**config.mk**
```make
export PLATFORM = sky130hd
export DESIGN_NAME = mdu_sequencer_flat
export DESIGN_NICKNAME = d
export VERILOG_FILES = /design/src/rtl/mdu_pkg.sv /design/src/rtl/mdu_sequencer_if.sv /design/src/rtl/mdu_iter_step.sv /design/src/rtl/mdu_sequencer.sv /design/src/flat_wrapper.sv
export SDC_FILE = /design/constraint.sdc
export NUM_CORES = 1
export LEC_CHECK = 0
export BUFFER_PORTS_ARGS = -buffer_cell sky130_fd_sc_hd__clkbuf_2
export CAP_MARGIN = 20
export CORE_MARGIN = 3
export CORE_UTILIZATION = 25
export CTS_CLUSTER_SIZE = 12
export DETAILED_ROUTE_END_ITERATION = 6
export PLACE_DENSITY = 0.53
export RECOVER_POWER = 25
export SETUP_SLACK_MARGIN = 0.2
export SLEW_MARGIN = 10
export SYNTH_ARGS = -nofsm -noshare
export SYNTH_HDL_FRONTEND = slang
export SYNTH_HIERARCHICAL = 1
export SYNTH_SLANG_ARGS = --single-unit
```
**constraint.sdc**
```tcl
create_clock -name i_clk -period 12.26 [get_ports i_clk]
set_input_delay 1.839 -clock i_clk [delete_from_list [all_inputs] [get_ports i_clk]]
set_output_delay 1.839 -clock i_clk [all_outputs]
set_load 0.005 [all_outputs]
```
**src/rtl/mdu_pkg.sv**
```systemverilog
// mdu_pkg: shared definitions for the multiply/divide sequencer.
// Holds the MDU op codes, the shared-ALU opcode constants and the FSM state encoding,
// plus small helpers that classify an op code.
package mdu_pkg;

  typedef enum logic [1:0] {
    MDU_MULTU = 2'b00,
    MDU_MULT  = 2'b01,
    MDU_DIVU  = 2'b10,
    MDU_DIV   = 2'b11
  } mdu_op_e;

  // Must match the EX-stage ALU opcode encoding.
  localparam logic [3:0] ALU_ADD = 4'b0010;
  localparam logic [3:0] ALU_SUB = 4'b0110;

  typedef enum logic [1:0] {
    ST_IDLE = 2'b00,
    ST_RUN  = 2'b01,
    ST_FIX  = 2'b10,
    ST_DONE = 2'b11
  } mdu_state_e;

  function automatic logic op_is_div(input logic [1:0] op);
    return (op == MDU_DIVU) || (op == MDU_DIV);
  endfunction

  function automatic logic op_is_signed(input logic [1:0] op);
    return (op == MDU_MULT) || (op == MDU_DIV);
  endfunction

endpackage

```
**src/rtl/mdu_sequencer_if.sv**
```systemverilog
// mdu_sequencer_if: request, HI/LO access and shared-ALU signals of the MDU sequencer.
// Ports: i_start/i_op/i_rs/i_rt (op request), i_hi_we/i_lo_we/i_wdata (MTHI/MTLO),
//   i_alu_result and o_alu_* (borrowed ALU), o_ready/o_done/o_hi/o_lo (status and results).
// slave = the sequencer, master = the pipeline/ALU side.
interface mdu_sequencer_if #(
  parameter int NBITS = 32,
  parameter int NB_OP = 4
);
  logic             i_start;
  logic [1:0]       i_op;
  logic [NBITS-1:0] i_rs;
  logic [NBITS-1:0] i_rt;
  logic             i_hi_we;
  logic             i_lo_we;
  logic [NBITS-1:0] i_wdata;
  logic [NBITS-1:0] i_alu_result;
  logic             o_alu_sel;
  logic [NBITS-1:0] o_alu_data_1;
  logic [NBITS-1:0] o_alu_data_2;
  logic [NB_OP-1:0] o_alu_operation;
  logic             o_alu_ushamt;
  logic [4:0]       o_alu_shamt;
  logic             o_ready;
  logic             o_done;
  logic [NBITS-1:0] o_hi;
  logic [NBITS-1:0] o_lo;

  modport slave (
    input  i_start, i_op, i_rs, i_rt, i_hi_we, i_lo_we, i_wdata, i_alu_result,
    output o_alu_sel, o_alu_data_1, o_alu_data_2, o_alu_operation, o_alu_ushamt,
           o_alu_shamt, o_ready, o_done, o_hi, o_lo
  );

  modport master (
    output i_start, i_op, i_rs, i_rt, i_hi_we, i_lo_we, i_wdata, i_alu_result,
    input  o_alu_sel, o_alu_data_1, o_alu_data_2, o_alu_operation, o_alu_ushamt,
           o_alu_shamt, o_ready, o_done, o_hi, o_lo
  );
endinterface

```
**src/rtl/mdu_iter_step.sv**
```systemverilog
// mdu_iter_step: combinational single iteration of shift-add multiply / restoring divide.
// Ports: i_div selects divide; i_hi/i_lo = working {P} or {R,Q}; i_m = multiplicand or divisor;
//   i_alu_result from the shared ALU; o_alu_* = operands/opcode to request; o_hi/o_lo = next working state.
module mdu_iter_step
  import mdu_pkg::*;
#(
  parameter int NBITS = 32,
  parameter int NB_OP = 4
) (
  input  logic             i_div,
  input  logic [NBITS-1:0] i_hi,
  input  logic [NBITS-1:0] i_lo,
  input  logic [NBITS-1:0] i_m,
  input  logic [NBITS-1:0] i_alu_result,
  output logic [NBITS-1:0] o_alu_a,
  output logic [NBITS-1:0] o_alu_b,
  output logic [NB_OP-1:0] o_alu_op,
  output logic [NBITS-1:0] o_hi,
  output logic [NBITS-1:0] o_lo
);

  logic [NBITS-1:0] r_shift;
  logic             carry;
  logic             borrow;

  // Remainder shifted left, pulling in the next dividend bit from the top of Q.
  assign r_shift = {i_hi[NBITS-2:0], i_lo[NBITS-1]};

  // Operand selection kept apart from the result path so there is no combinational
  // feedback through the external ALU.
  assign o_alu_a  = i_div ? r_shift : i_hi;
  assign o_alu_b  = i_m;
  assign o_alu_op = i_div ? NB_OP'(ALU_SUB) : NB_OP'(ALU_ADD);

  // The ALU is NBITS wide, so the 33rd bit of add/subtract is recovered locally.
  assign carry  = i_alu_result < i_hi;
  assign borrow = r_shift < i_m;

  always_comb begin
    o_hi = i_hi;
    o_lo = i_lo;
    if (i_div) begin
      // The bit shifted out of R (i_hi msb) makes the true remainder >= 2^NBITS > D.
      if (i_hi[NBITS-1] | ~borrow) begin
        o_hi = i_alu_result;
        o_lo = {i_lo[NBITS-2:0], 1'b1};
      end else begin
        o_hi = r_shift;
        o_lo = {i_lo[NBITS-2:0], 1'b0};
      end
    end else begin
      if (i_lo[0]) begin
        o_hi = {carry, i_alu_result[NBITS-1:1]};
        o_lo = {i_alu_result[0], i_lo[NBITS-1:1]};
      end else begin
        o_hi = {1'b0, i_hi[NBITS-1:1]};
        o_lo = {i_hi[0], i_lo[NBITS-1:1]};
      end
    end
  end

endmodule

```
**src/rtl/mdu_sequencer.sv**
```systemverilog
// mdu_sequencer: multi-cycle MULT/DIV (HI/LO unit) that borrows the EX ALU for NBITS iterations.
// Ports: i_clk, i_reset (async, active-high); bus (mdu_sequencer_if.slave): op request, MTHI/MTLO,
//   shared-ALU operands/result, o_ready/o_done, o_hi/o_lo.
// Optional macro SIGNED_MDU_EN: signed MULT/DIV via magnitude setup and an ALU-driven FIX state.
module mdu_sequencer
  import mdu_pkg::*;
#(
  parameter int NBITS = 32,
  parameter int NB_OP = 4,
  parameter int CNTB  = 6
) (
  input logic            i_clk,
  input logic            i_reset,
  mdu_sequencer_if.slave bus
);

  localparam logic [CNTB-1:0] LAST = CNTB'(NBITS - 1);

  mdu_state_e       state, state_nxt;
  logic [CNTB-1:0]  cnt;
  logic [NBITS-1:0] w_hi, w_lo, w_m;     // working {P} or {R,Q}, and M/D
  logic [NBITS-1:0] hi_q, lo_q;          // architectural HI/LO
  logic             is_div_q;
  logic             use_fix;
  logic [NBITS-1:0] rs_mag, rt_mag;
  logic [NBITS-1:0] step_a, step_b, step_hi, step_lo;
  logic [NB_OP-1:0] step_op;
  logic [NBITS-1:0] alu_a, alu_b;
  logic [NB_OP-1:0] alu_op;
  logic             req_div;

  assign req_div = op_is_div(bus.i_op);

`ifdef SIGNED_MDU_EN
  logic sgn_q, neg_q, neg_rem_q, fix_step_q, borrow_q;
  logic req_sgn;

  assign req_sgn = op_is_signed(bus.i_op);
  assign rs_mag  = (req_sgn && bus.i_rs[NBITS-1]) ? -bus.i_rs : bus.i_rs;
  assign rt_mag  = (req_sgn && bus.i_rt[NBITS-1]) ? -bus.i_rt : bus.i_rt;
  assign use_fix = sgn_q;
`else
  assign rs_mag  = bus.i_rs;
  assign rt_mag  = bus.i_rt;
  assign use_fix = 1'b0;
`endif

  mdu_iter_step #(
    .NBITS(NBITS),
    .NB_OP(NB_OP)
  ) u_step (
    .i_div       (is_div_q),
    .i_hi        (w_hi),
    .i_lo        (w_lo),
    .i_m         (w_m),
    .i_alu_result(bus.i_alu_result),
    .o_alu_a     (step_a),
    .o_alu_b     (step_b),
    .o_alu_op    (step_op),
    .o_hi        (step_hi),
    .o_lo        (step_lo)
  );

  always_ff @(posedge i_clk or posedge i_reset) begin
    if (i_reset) state <= ST_IDLE;
    else         state <= state_nxt;
  end

  always_comb begin
    state_nxt = state;
    alu_a     = '0;
    alu_b     = '0;
    alu_op    = NB_OP'(ALU_ADD);
    case (state)
      ST_IDLE: if (bus.i_start) state_nxt = ST_RUN;
      ST_RUN: begin
        alu_a  = step_a;
        alu_b  = step_b;
        alu_op = step_op;
        if (cnt == LAST) state_nxt = use_fix ? ST_FIX : ST_DONE;
      end
      ST_FIX: begin
`ifdef SIGNED_MDU_EN
        // Negate as 0 - x. The high product word subtracts the LO borrow by using
        // all-ones (= -1) as the minuend instead of zero.
        alu_op = NB_OP'(ALU_SUB);
        if (!is_div_q && fix_step_q) begin
          alu_a     = {NBITS{borrow_q}};
          alu_b     = w_hi;
          state_nxt = ST_DONE;
        end else begin
          alu_b = w_lo;
          if (is_div_q) state_nxt = ST_DONE;
        end
`else
        state_nxt = ST_IDLE;
`endif
      end
      ST_DONE: state_nxt = ST_IDLE;
      default: state_nxt = ST_IDLE;
    endcase
  end

  always_ff @(posedge i_clk or posedge i_reset) begin
    if (i_reset) begin
      cnt        <= '0;
      w_hi       <= '0;
      w_lo       <= '0;
      w_m        <= '0;
      hi_q       <= '0;
      lo_q       <= '0;
      is_div_q   <= 1'b0;
`ifdef SIGNED_MDU_EN
      sgn_q      <= 1'b0;
      neg_q      <= 1'b0;
      neg_rem_q  <= 1'b0;
      fix_step_q <= 1'b0;
      borrow_q   <= 1'b0;
`endif
    end else begin
      case (state)
        ST_IDLE: begin
          if (bus.i_start) begin
            // A start in the same cycle as MTHI/MTLO wins; the write is dropped.
            is_div_q <= req_div;
            cnt      <= '0;
            w_hi     <= '0;
            w_lo     <= req_div ? rs_mag : rt_mag;
            w_m      <= req_div ? rt_mag : rs_mag;
`ifdef SIGNED_MDU_EN
            sgn_q      <= req_sgn;
            neg_q      <= req_sgn & (bus.i_rs[NBITS-1] ^ bus.i_rt[NBITS-1]);
            neg_rem_q  <= req_sgn & bus.i_rs[NBITS-1];
            fix_step_q <= 1'b0;
            borrow_q   <= 1'b0;
`endif
          end else begin
            if (bus.i_hi_we) hi_q <= bus.i_wdata;
            if (bus.i_lo_we) lo_q <= bus.i_wdata;
          end
        end
        ST_RUN: begin
          w_hi <= step_hi;
          w_lo <= step_lo;
          if (cnt == LAST) begin
            // HI/LO change only on the op's final edge, never mid-operation.
            if (!use_fix) begin
              hi_q <= step_hi;
              lo_q <= step_lo;
            end
          end else begin
            cnt <= cnt + CNTB'(1);
          end
        end
        ST_FIX: begin
`ifdef SIGNED_MDU_EN
          if (is_div_q) begin
            lo_q <= neg_q ? bus.i_alu_result : w_lo;
            hi_q <= neg_rem_q ? -w_hi : w_hi;
          end else if (!fix_step_q) begin
            w_lo       <= neg_q ? bus.i_alu_result : w_lo;
            borrow_q   <= neg_q & (w_lo != '0);
            fix_step_q <= 1'b1;
          end else begin
            hi_q <= neg_q ? bus.i_alu_result : w_hi;
            lo_q <= w_lo;
          end
`endif
        end
        default: ;
      endcase
    end
  end

  assign bus.o_alu_sel       = (state == ST_RUN) || (state == ST_FIX);
  assign bus.o_alu_data_1    = alu_a;
  assign bus.o_alu_data_2    = alu_b;
  assign bus.o_alu_operation = alu_op;
  assign bus.o_alu_ushamt    = 1'b0;
  assign bus.o_alu_shamt     = 5'd0;
  assign bus.o_ready         = (state == ST_IDLE);
  assign bus.o_done          = (state == ST_DONE);
  assign bus.o_hi            = hi_q;
  assign bus.o_lo            = lo_q;

endmodule
```
**src/flat_wrapper.sv**
```systemverilog
// flat-port wrapper written by rule: the top's interface ports become plain ports
module mdu_sequencer_flat import mdu_pkg::*;
#(
  parameter int NBITS = 32,
  parameter int NB_OP = 4,
  parameter int CNTB  = 6
)
  (i_clk, i_reset, bus_i_start, bus_i_op, bus_i_rs, bus_i_rt, bus_i_hi_we, bus_i_lo_we, bus_i_wdata, bus_i_alu_result, bus_o_alu_sel, bus_o_alu_data_1, bus_o_alu_data_2, bus_o_alu_operation, bus_o_alu_ushamt, bus_o_alu_shamt, bus_o_ready, bus_o_done, bus_o_hi, bus_o_lo);
  mdu_sequencer_if #(.NBITS(NBITS), .NB_OP(NB_OP)) bus_i ();
  input logic i_clk;
  input logic i_reset;
  input wire logic [$bits(bus_i.i_start)-1:0] bus_i_start;
  input wire logic [$bits(bus_i.i_op)-1:0] bus_i_op;
  input wire logic [$bits(bus_i.i_rs)-1:0] bus_i_rs;
  input wire logic [$bits(bus_i.i_rt)-1:0] bus_i_rt;
  input wire logic [$bits(bus_i.i_hi_we)-1:0] bus_i_hi_we;
  input wire logic [$bits(bus_i.i_lo_we)-1:0] bus_i_lo_we;
  input wire logic [$bits(bus_i.i_wdata)-1:0] bus_i_wdata;
  input wire logic [$bits(bus_i.i_alu_result)-1:0] bus_i_alu_result;
  output wire logic [$bits(bus_i.o_alu_sel)-1:0] bus_o_alu_sel;
  output wire logic [$bits(bus_i.o_alu_data_1)-1:0] bus_o_alu_data_1;
  output wire logic [$bits(bus_i.o_alu_data_2)-1:0] bus_o_alu_data_2;
  output wire logic [$bits(bus_i.o_alu_operation)-1:0] bus_o_alu_operation;
  output wire logic [$bits(bus_i.o_alu_ushamt)-1:0] bus_o_alu_ushamt;
  output wire logic [$bits(bus_i.o_alu_shamt)-1:0] bus_o_alu_shamt;
  output wire logic [$bits(bus_i.o_ready)-1:0] bus_o_ready;
  output wire logic [$bits(bus_i.o_done)-1:0] bus_o_done;
  output wire logic [$bits(bus_i.o_hi)-1:0] bus_o_hi;
  output wire logic [$bits(bus_i.o_lo)-1:0] bus_o_lo;
  assign bus_i.i_start = bus_i_start;
  assign bus_i.i_op = bus_i_op;
  assign bus_i.i_rs = bus_i_rs;
  assign bus_i.i_rt = bus_i_rt;
  assign bus_i.i_hi_we = bus_i_hi_we;
  assign bus_i.i_lo_we = bus_i_lo_we;
  assign bus_i.i_wdata = bus_i_wdata;
  assign bus_i.i_alu_result = bus_i_alu_result;
  assign bus_o_alu_sel = bus_i.o_alu_sel;
  assign bus_o_alu_data_1 = bus_i.o_alu_data_1;
  assign bus_o_alu_data_2 = bus_i.o_alu_data_2;
  assign bus_o_alu_operation = bus_i.o_alu_operation;
  assign bus_o_alu_ushamt = bus_i.o_alu_ushamt;
  assign bus_o_alu_shamt = bus_i.o_alu_shamt;
  assign bus_o_ready = bus_i.o_ready;
  assign bus_o_done = bus_i.o_done;
  assign bus_o_hi = bus_i.o_hi;
  assign bus_o_lo = bus_i.o_lo;
  mdu_sequencer #(.NBITS(NBITS), .NB_OP(NB_OP), .CNTB(CNTB)) u_core (.i_clk(i_clk), .i_reset(i_reset), .bus(bus_i));
endmodule
```
* Word level (Yosys, flattened, before mapping)
Cells that the tools add are included.
Storage, ports and cells: flip-flop bits (word level) 169, latch bits 0, memory bits (writable) 0, ROM bits 0, input bits 135, output and inout bits 141, memories 0
Operators by class: add/sub/neg operators 1, multipliers 0, div/mod/pow operators 0, $lt $le $gt $ge 2, equal/unequal tests 12, shift operators 0, mux-type cells 31, bitwise operators 2, reduce and logical (&&, ||, !) cells 11
Operators by type and width (count):
- $mux W32 | 18
- $pmux W32 S2 | 4
- $lt A32 B32 Y1 | 2
- $mux W6 | 2
- $pmux W6 S2 | 1
- $ne A2 B2 Y1 const B | 5
- $eq A2 B2 Y1 const B | 4
- $reduce_and A4 Y1 | 2
- $add A6 B1 Y6 const B | 1
- $eq A6 B5 Y1 const B | 1
- $mux W3 | 2
- $pmux W2 S3 | 1
- $reduce_and A2 Y1 | 3
- $mux W2 | 2
- $reduce_and A3 Y1 | 1
- $eq A2 B1 Y1 const B | 1
- $logic_not A2 Y1 | 1
- $logic_or A1 B1 Y1 | 2
- $ne A2 B1 Y1 const B | 1
- $reduce_bool A2 Y1 | 1
- $reduce_or A2 Y1 | 1
- $mux W1 | 1
- $not A1 Y1 | 1
- $or A1 B1 Y1 | 1

* Logic depth before layout (Yosys ltp)
Gate-level depths: netlist of the first run.
depth in word-level cells 7, gate-level depth with buffers 13, gate-level depth less buffers 12

* Modules after synthesis
Netlist of the first run, hierarchy kept.
Modules (own cells, without submodules):
- mdu_sequencer | times used 1, cells an instance 871, area each 8745.9 µm²
- mdu_iter_step | times used 1, cells an instance 622, area each 4217.8 µm²

* Worst setup path before layout of the first run
Ideal clock, no wire load.
path type in2reg, start point in bus_i_alu_result[11], end point reg u_core.hi_q[31], in the netlist u_core/bus.o_hi[31], setup time 64 ps, data arrival time 3436 ps, data required time 12196 ps, setup slack 8760 ps, stages on the path 10, path buffers 0, cell sequence ha_1 a21oi_1 o21ai_0 a221o_1 o311ai_0 nand3_1 o311ai_1 nand2_1 nand2_1 mux2_2
Between the ends: word-level cells in the longest chain between the ends 5
RTL lines:
- start: declaration | RTL line flat_wrapper.sv:19 | input wire logic [$bits(bus_i.i_alu_result)-1:0] bus_i_alu_result;
- $lt A32 B32 Y1 | RTL line mdu_iter_step.sv:36 | assign carry = i_alu_result < i_hi;
- $mux W32 | RTL line mdu_iter_step.sv:52 | if (i_lo[0]) begin
- $mux W32 | RTL line mdu_iter_step.sv:42 | if (i_div) begin
- named net u_core.step_hi[31] | RTL line mdu_sequencer.sv:26 | logic [NBITS-1:0] step_a, step_b, step_hi, step_lo;
- $mux W32 | RTL line mdu_sequencer.sv:145 | if (cnt == LAST) begin
- $pmux W32 S2 | RTL line mdu_sequencer.sv:121 | case (state)
- end signal: assignment | RTL line mdu_sequencer.sv:138 | if (bus.i_hi_we) hi_q <= bus.i_wdata;
- end signal: assignment | RTL line mdu_sequencer.sv:148 | hi_q <= step_hi;
- end: declaration | RTL line mdu_sequencer.sv:22 | logic [NBITS-1:0] hi_q, lo_q;
The timed path passes the listed nets, and every way through them passes these cells. The select of a mux whose other input is x is not followed. A chain may end at the register's enable or synchronous reset.

==> results of run 1 <==
## flip-flops by register name, summed over array words and instances, names as in the netlist
name and flops:
u_core/is_div_q 1, u_core/w_lo 32, u_core/cnt 6, u_core/state 2
u_core/bus.o_hi 32, u_core/w_m 32, u_core/bus.o_lo 32, u_core/w_hi 32
## power by group through the flow
stage / Sequential, mW / Clock (mW) / Combinational, mW
after CTS: 1.12 / 0.612 / 2.64
after global placement: 1.13 / 0 / 2.58
after floorplan: 0.996 / 0 / 1.93
final: 1.11 / 0.594 / 2.60
after global routing: 1.14 / 0.634 / 2.90
after detailed placement: 1.13 / 0 / 2.62
## synth_stat cells (all sizes together), types with 11 or more instances
library cell	n	area share (%)
nand2	333	9.7
dfrtp	169	33
o21ai	109	4.2
mux2	96	10
buf	80	4.4
and2	70	3.4
inv	68	2.0
ha	67	6.5
mux2i	65	5.0
clkbuf	63	1.8
a21oi	58	2.2
nor2	48	1.4
nor2b	33	1.6
nor4	33	1.6
a22o	32	2.2
a211oi	31	3.0
o2bb2ai	31	2.1
nand2b	26	1.3
nand3	16	0.81
or2b	14	0.94
nand4	11	0.53
## metal layers
metal / part of all wire (%) / vias to the layer above / track usage, %
met4: 1.8 / 0 / 3.520
met2: 49 / 303 / 27.13
met1: 44 / 5247 / 21.27
met5: 0 / - / 0
li1: - / 5408 / -
met3: 5.3 / 27 / 3.305
## critical path: stages
cell and delay [ps]:
clkbuf_2 90, clkinvlp_2 1050, clkbuf_1 2760
## cell type report
| class | instances | area share (%) |
|---|---|---|
| Clock buffer | 21 | 3.120 |
| Clock inverter | 11 | 1.054 |
| Inverter | 68 | 1.701 |
| Multi-Input combinational cell | 1119 | 51.16 |
| Sequential cell | 169 | 28.07 |
| Tap cell | 672 | 5.577 |
| Timing Repair Buffer | 279 | 9.311 |
## kinds of logic (layout without fill, tap and decap cells)
| family | Yosys count | in the layout | share of synthesized area (%) |
|---|---|---|---|
| buf+inv | 211 | 379 | 8.146 |
| other cells | 3 | 9 | 0.08686 |
| fa+ha+maj | 67 | 67 | 6.467 |
| simple gates | 600 | 600 | 22.21 |
| flops | 169 | 169 | 32.62 |
| mux | 161 | 161 | 15.10 |
| compound gates | 282 | 282 | 15.38 |
## stage by stage
| step | instances | hold slack [ps] | cell area (µm²) | setup WS [ps] |
|---|---|---|---|---|
| finish | 2339 | 501.2 | 15080 | 5595 |
| global route | 2339 | 523.3 | 15080 | 4441 |
| CTS | 2338 | 503.9 | 15140 | 7378 |
| detailed placement | 2306 | 489.4 | 14510 | 7814 |
| global placement | 2306 | 478.1 | 14510 | 7829 |
| floorplan | 1499 | 451.3 | 12990 | 5846 |
## path summary, 6_finish.rpt
path / startpoint / end / slack [ps]
setup / recovery: i_reset / u_core/is_div_q$_DFFE_PP0P_ / 5590
hold reg to reg: u_core/w_lo[27]$_DFFE_PP0P_ / u_core/w_lo[27]$_DFFE_PP0P_ / 500
setup reg to reg: u_core/w_hi[26]$_DFFE_PP0P_ / u_core/bus.o_hi[21]$_DFFE_PP0P_ / 7730
min in group asynchronous: i_reset / u_core/bus.o_lo[18]$_DFFE_PP0P_ / 1840
hold / removal: u_core/w_lo[27]$_DFFE_PP0P_ / u_core/w_lo[27]$_DFFE_PP0P_ / 500
max in group i_clk: u_core/state[1]$_DFFE_PP0P_ / bus_o_alu_data_1[6] / 6960
==> results.py, run 1 <==
metrics = {
    "run_status": {
        "status": "finished with violations",
        "violations": "capacitance limit, slew limit",
    },
    "global_route": {
        "first_global_vias": 10502,
        "grt_max_degree": 155,
        "antenna_found_initial": 0,
        "overflow": 0,
        "grt_pass1_wl_um": 66470,
        "grtUsageTotal_pct": 16.11,
    },
    "routing": {
        "vias": 10985,
        "drt-wirelength-per-cell_um": 19.16,
        "drcViolationCount": 0,
        "viasPerCell": 4.696,
        "dr.pass1.iters": 5,
        "wl_um": 44830,
        "drtAntennaViolNets": 0,
        "drt_first_iter_violations": 769,
    },
    "synth": {
        "avgSynthCellArea_um2": 8.683,
        "synthFlopType": "dfrtp_1",
        "syn_inst": 1493,
        "synthDistinctLibCells": 56,
        "yosysWarnings": 6,
        "synth_edf_count": 0,
        "ys_ff_latch": 169,
        "synth_seq_area_share_pct": 32.62,
        "synthArstFlopShare_pct": 100.0,
        "syn_area_um2": 12960,
    },
    "clock_network": {
        "clock_latency_ps": 450,
        "clockBufferDepth": 2,
        "ctsHoldBuffers": 0,
        "post_cts_buffers": 0,
        "cts-resized-gates": 0,
        "cts_tree": "built",
        "ctsRootBufferMaster": "clkbuf_16",
        "htreeDepth": 4,
        "clk_pin_slew_ps": 70,
        "cts_buffers": 17,
        "clock_sinks": 169,
    },
    "final_layout": {
        "multi_input_area_um2": 7714,
        "drive_gt1_share_pct": 25.31,
        "final_nets": 1856,
        "finalCoreUtilization_pct": 29.75,
        "final_common_cell": "nand2_1",
        "syn2layout_area_growth_pct": 16.30,
        "final-seq-area_um2": 4233,
        "fillCellCount": 5475,
        "num_antenna_cells": 0,
        "layout_common_cells": "nand2_1 (331), clkbuf_2 (223), dfrtp_1 (168)",
    },
    "timing": {
        "slew_headroom_pct": -159.7,
        "clock.fmax_ghz": 0.1500,
        "finalSetupTns_ps": 0,
        "clock_skew_ps": 13.86,
        "setup_violations": 0,
        "min_period_over_period_pct": 54.37,
        "period_needed_ps": 6666,
        "worstMarginPinSlew_ps": 3895,
        "hold_viol_final": 0,
        "rsz0062_at_grt": "false",
        "finalMaxSlewViolations": 298,
    },
    "worst_setup_path": {
        "critPathArrivalTime_ps": 5800,
        "crit_required_ps": 11390,
        "path_class": "in2async",
        "reg2reg_depth": 10,
        "critPathMaxFanout": 65,
        "end_kind": "asynchronous set/reset pin",
        "cp-start-kind": "primary input",
    },
    "placement": {
        "dp_hpwl_um": 33850,
        "portBuffers": 265,
        "gp_congestion": 0.8057,
    },
    "die": {
        "start_util_pct": 25.58,
        "die_x_um": 233.7,
        "ios": 276,
        "dieArea_um2": 54620,
        "die-height_um": 233.7,
        "rows": 82,
        "core_area_um2": 50680,
    },
    "power_and_ir_drop": {
        "p_sw_mw": 2.000,
        "peakVddDrop_uv": 96.81,
        "swShare_pct": 46.44,
        "p_total_mw": 4.308,
        "power.density_nw_per_um2": 285.7,
        "p_leak_nw": 7.440,
        "p_int_mw": 2.307,
        "clockPowerShare_pct": 13.8,
        "p_seq_share_pct": 25.8,
        "pwr-share-comb_pct": 60.4,
    },
    "worst_hold_path": {
        "worstHoldPathCells": 2,
        "hp-class": "reg2reg",
    },
    "run": {
        "maxCapViolations": 6,
    },
}
Note: power is estimated with default switching activity, not from simulation.
==> run 2, diff against run 1 <==
Clock period 12.26 ns to 6.7 ns, I/O delays scaled along.
==> results.py, run 2 (synthesized netlist as in run 1, its figures left out) <==
metrics = {
    "timing": {
        "setup_violations": 0,
        "finalMaxSlewViolations": 51,
        "clock_skew_ps": 14.29,
        "period_needed_ps": 4522,
        "finalSetupTns_ps": 0,
        "worstMarginPinSlew_ps": 2333,
        "clock.fmax_ghz": 0.2211,
        "rsz0062_at_grt": "false",
        "hold_viol_final": 0,
        "min_period_over_period_pct": 67.49,
        "slew_headroom_pct": -56.38,
        "worst_slack_ps": 2178,
    },
    "final_layout": {
        "fin_cells": 2341,
        "final_nets": 1857,
        "syn2layout_area_growth_pct": 16.64,
        "final_common_cell": "nand2_1",
        "fillCellCount": 5464,
        "drive_gt1_share_pct": 27.82,
        "layout_common_cells": "nand2_1 (332), clkbuf_2 (259), dfrtp_1 (168)",
    },
    "power_and_ir_drop": {
        "p_leak_nw": 7.548,
        "p_total_mw": 7.869,
        "swShare_pct": 46.58,
        "clockPowerShare_pct": 13.6,
        "pwr-share-comb_pct": 60.3,
        "p_seq_share_pct": 26.2,
        "p_sw_mw": 3.666,
        "peakVddDrop_uv": 192.2,
        "power.density_nw_per_um2": 520.4,
        "p_int_mw": 4.204,
    },
    "clock_network": {
        "cts-resized-gates": 0,
        "cts_buffers": 17,
        "post_cts_buffers": 0,
        "ctsRootBufferMaster": "clkbuf_16",
        "clock_sinks": 169,
        "ctsHoldBuffers": 0,
        "htreeDepth": 4,
        "clock_latency_ps": 450,
        "cts_tree": "built",
        "clk_pin_slew_ps": 70,
        "clockBufferDepth": 2,
    },
    "worst_setup_path": {
        "reg2reg_depth": 11,
        "critPathMaxFanout": 34,
        "timing.rr.end": "u_core/bus.o_hi[11]$_DFFE_PP0P_",
        "crit_start": "u_core/w_m[30]$_DFFE_PP0P_",
        "path_class": "reg2reg",
        "end_kind": "flip-flop",
        "crit_required_ps": 7030,
        "cp-start-kind": "flip-flop",
        "r2r-start": "u_core/w_m[30]$_DFFE_PP0P_",
        "setup.worst_path.end": "u_core/bus.o_hi[11]$_DFFE_PP0P_",
        "reg2reg_slack_ps": 2180,
        "critPathArrivalTime_ps": 4850,
    },
    "die": {
        "die_x_um": 233.7,
        "rows": 82,
        "dieArea_um2": 54620,
        "ios": 276,
        "start_util_pct": 25.58,
        "die-height_um": 233.7,
        "core_area_um2": 50680,
    },
    "global_route": {
        "first_global_vias": 10659,
        "grt_pass1_wl_um": 66330,
        "antenna_found_initial": 2,
        "overflow": 0,
        "grt_max_degree": 80,
        "grtUsageTotal_pct": 16.03,
    },
    "run_status": {
        "status": "finished with violations",
        "violations": "capacitance limit, slew limit",
    },
    "placement": {
        "dp.cells": 2308,
        "portBuffers": 265,
        "gp_congestion": 0.8336,
        "dp_hpwl_um": 33890,
        "dp_slack_ps": 2274,
    },
    "routing": {
        "wl_met1_um": 19440,
        "vias": 10973,
        "met2WireLength_um": 22200,
        "viasPerCell": 4.687,
        "drtAntennaViolNets": 0,
        "drcViolationCount": 0,
        "wl_um": 44730,
        "drt-wirelength-per-cell_um": 19.11,
        "wl_met3_um": 2643,
        "drt_first_iter_violations": 649,
        "dr.pass1.iters": 5,
        "top_layer": "met5",
    },
    "run": {
        "maxCapViolations": 1,
    },
    "worst_hold_path": {
        "hp-class": "reg2reg",
    },
}
run 2: cell type report:
| class | instances | area (µm²) | share of cell area [%] |
|---|---|---|---|
| flip-flops and latches | 169 | 4233 | 27.99 |
| inverters | 68 | 256.5 | 1.696 |
| clock inverters | 14 | 186.4 | 1.233 |
| diodes | 1 | 2.502 | 0.01655 |
| multi-input cells | 1119 | 7737 | 51.17 |
| clock buffers | 18 | 429.2 | 2.838 |
| well taps | 672 | 840.8 | 5.561 |
| repair buffers | 280 | 1435 | 9.491 |
run 2: how the worst min path moves through the flow:
stage / start / to / slack (ps) / cells after the start
after CTS: u_core/w_lo[27]$_DFFE_PP0P_ / u_core/w_lo[27]$_DFFE_PP0P_ / 500 / 2
after detailed placement: u_core/w_lo[27]$_DFFE_PP0P_ / u_core/w_lo[27]$_DFFE_PP0P_ / 480 / 2
after floorplan: u_core/w_lo[10]$_DFFE_PP0P_ / u_core/w_lo[10]$_DFFE_PP0P_ / 450 / 2
final: u_core/w_lo[27]$_DFFE_PP0P_ / u_core/w_lo[27]$_DFFE_PP0P_ / 500 / 2
after global placement: u_core/w_lo[10]$_DFFE_PP0P_ / u_core/w_lo[10]$_DFFE_PP0P_ / 480 / 2
after global routing: u_core/w_lo[25]$_DFFE_PP0P_ / u_core/w_lo[25]$_DFFE_PP0P_ / 530 / 2
run 2: per-stage QoR:
| step | cell area, µm² | hold slack, ps | utilization (%) |
|---|---|---|---|
| 2_1_floorplan | 12990 | 451.3 | - |
| 3_3_place_gp | 14510 | 479.6 | 28.63 |
| 3_5_place_dp | 14510 | 480.9 | 28.63 |
| 4_1_cts | 15130 | 496.2 | 29.84 |
| 5_1_grt | 15120 | 526.5 | 29.83 |
| 6_report | 15120 | 496.6 | 29.83 |
run 2: power by group through the flow:
stage / sequential, mW / combinational [mW] / clock (mW)
2_1_floorplan: 1.82 / 3.53 / 0
3_3_place_gp: 2.07 / 4.71 / 0
3_5_place_dp: 2.08 / 4.78 / 0
4_1_cts: 2.07 / 4.81 / 1.10
5_1_grt: 2.13 / 5.29 / 1.14
6_report: 2.06 / 4.74 / 1.07
run 2: worst max-delay path, cell delays in order (launching register included):
cell	delay, ps
dfrtp_1	410
inv_1	70
ha_1	310
nand4_1	180
nor4_1	980
nor3b_4	310
buf_4	410
or2_2	880
a211oi_2	190
nand2_1	260
nand2_1	90
mux2_4	260
run 2: routing by layer:
| layer | vias up | global-route usage, % |
|---|---|---|
| met5 | - | 0 |
| met4 | 2 | 2.104 |
| met3 | 23 | 3.854 |
| met2 | 286 | 27.98 |
| met1 | 5265 | 20.58 |
| li1 | 5397 | - |
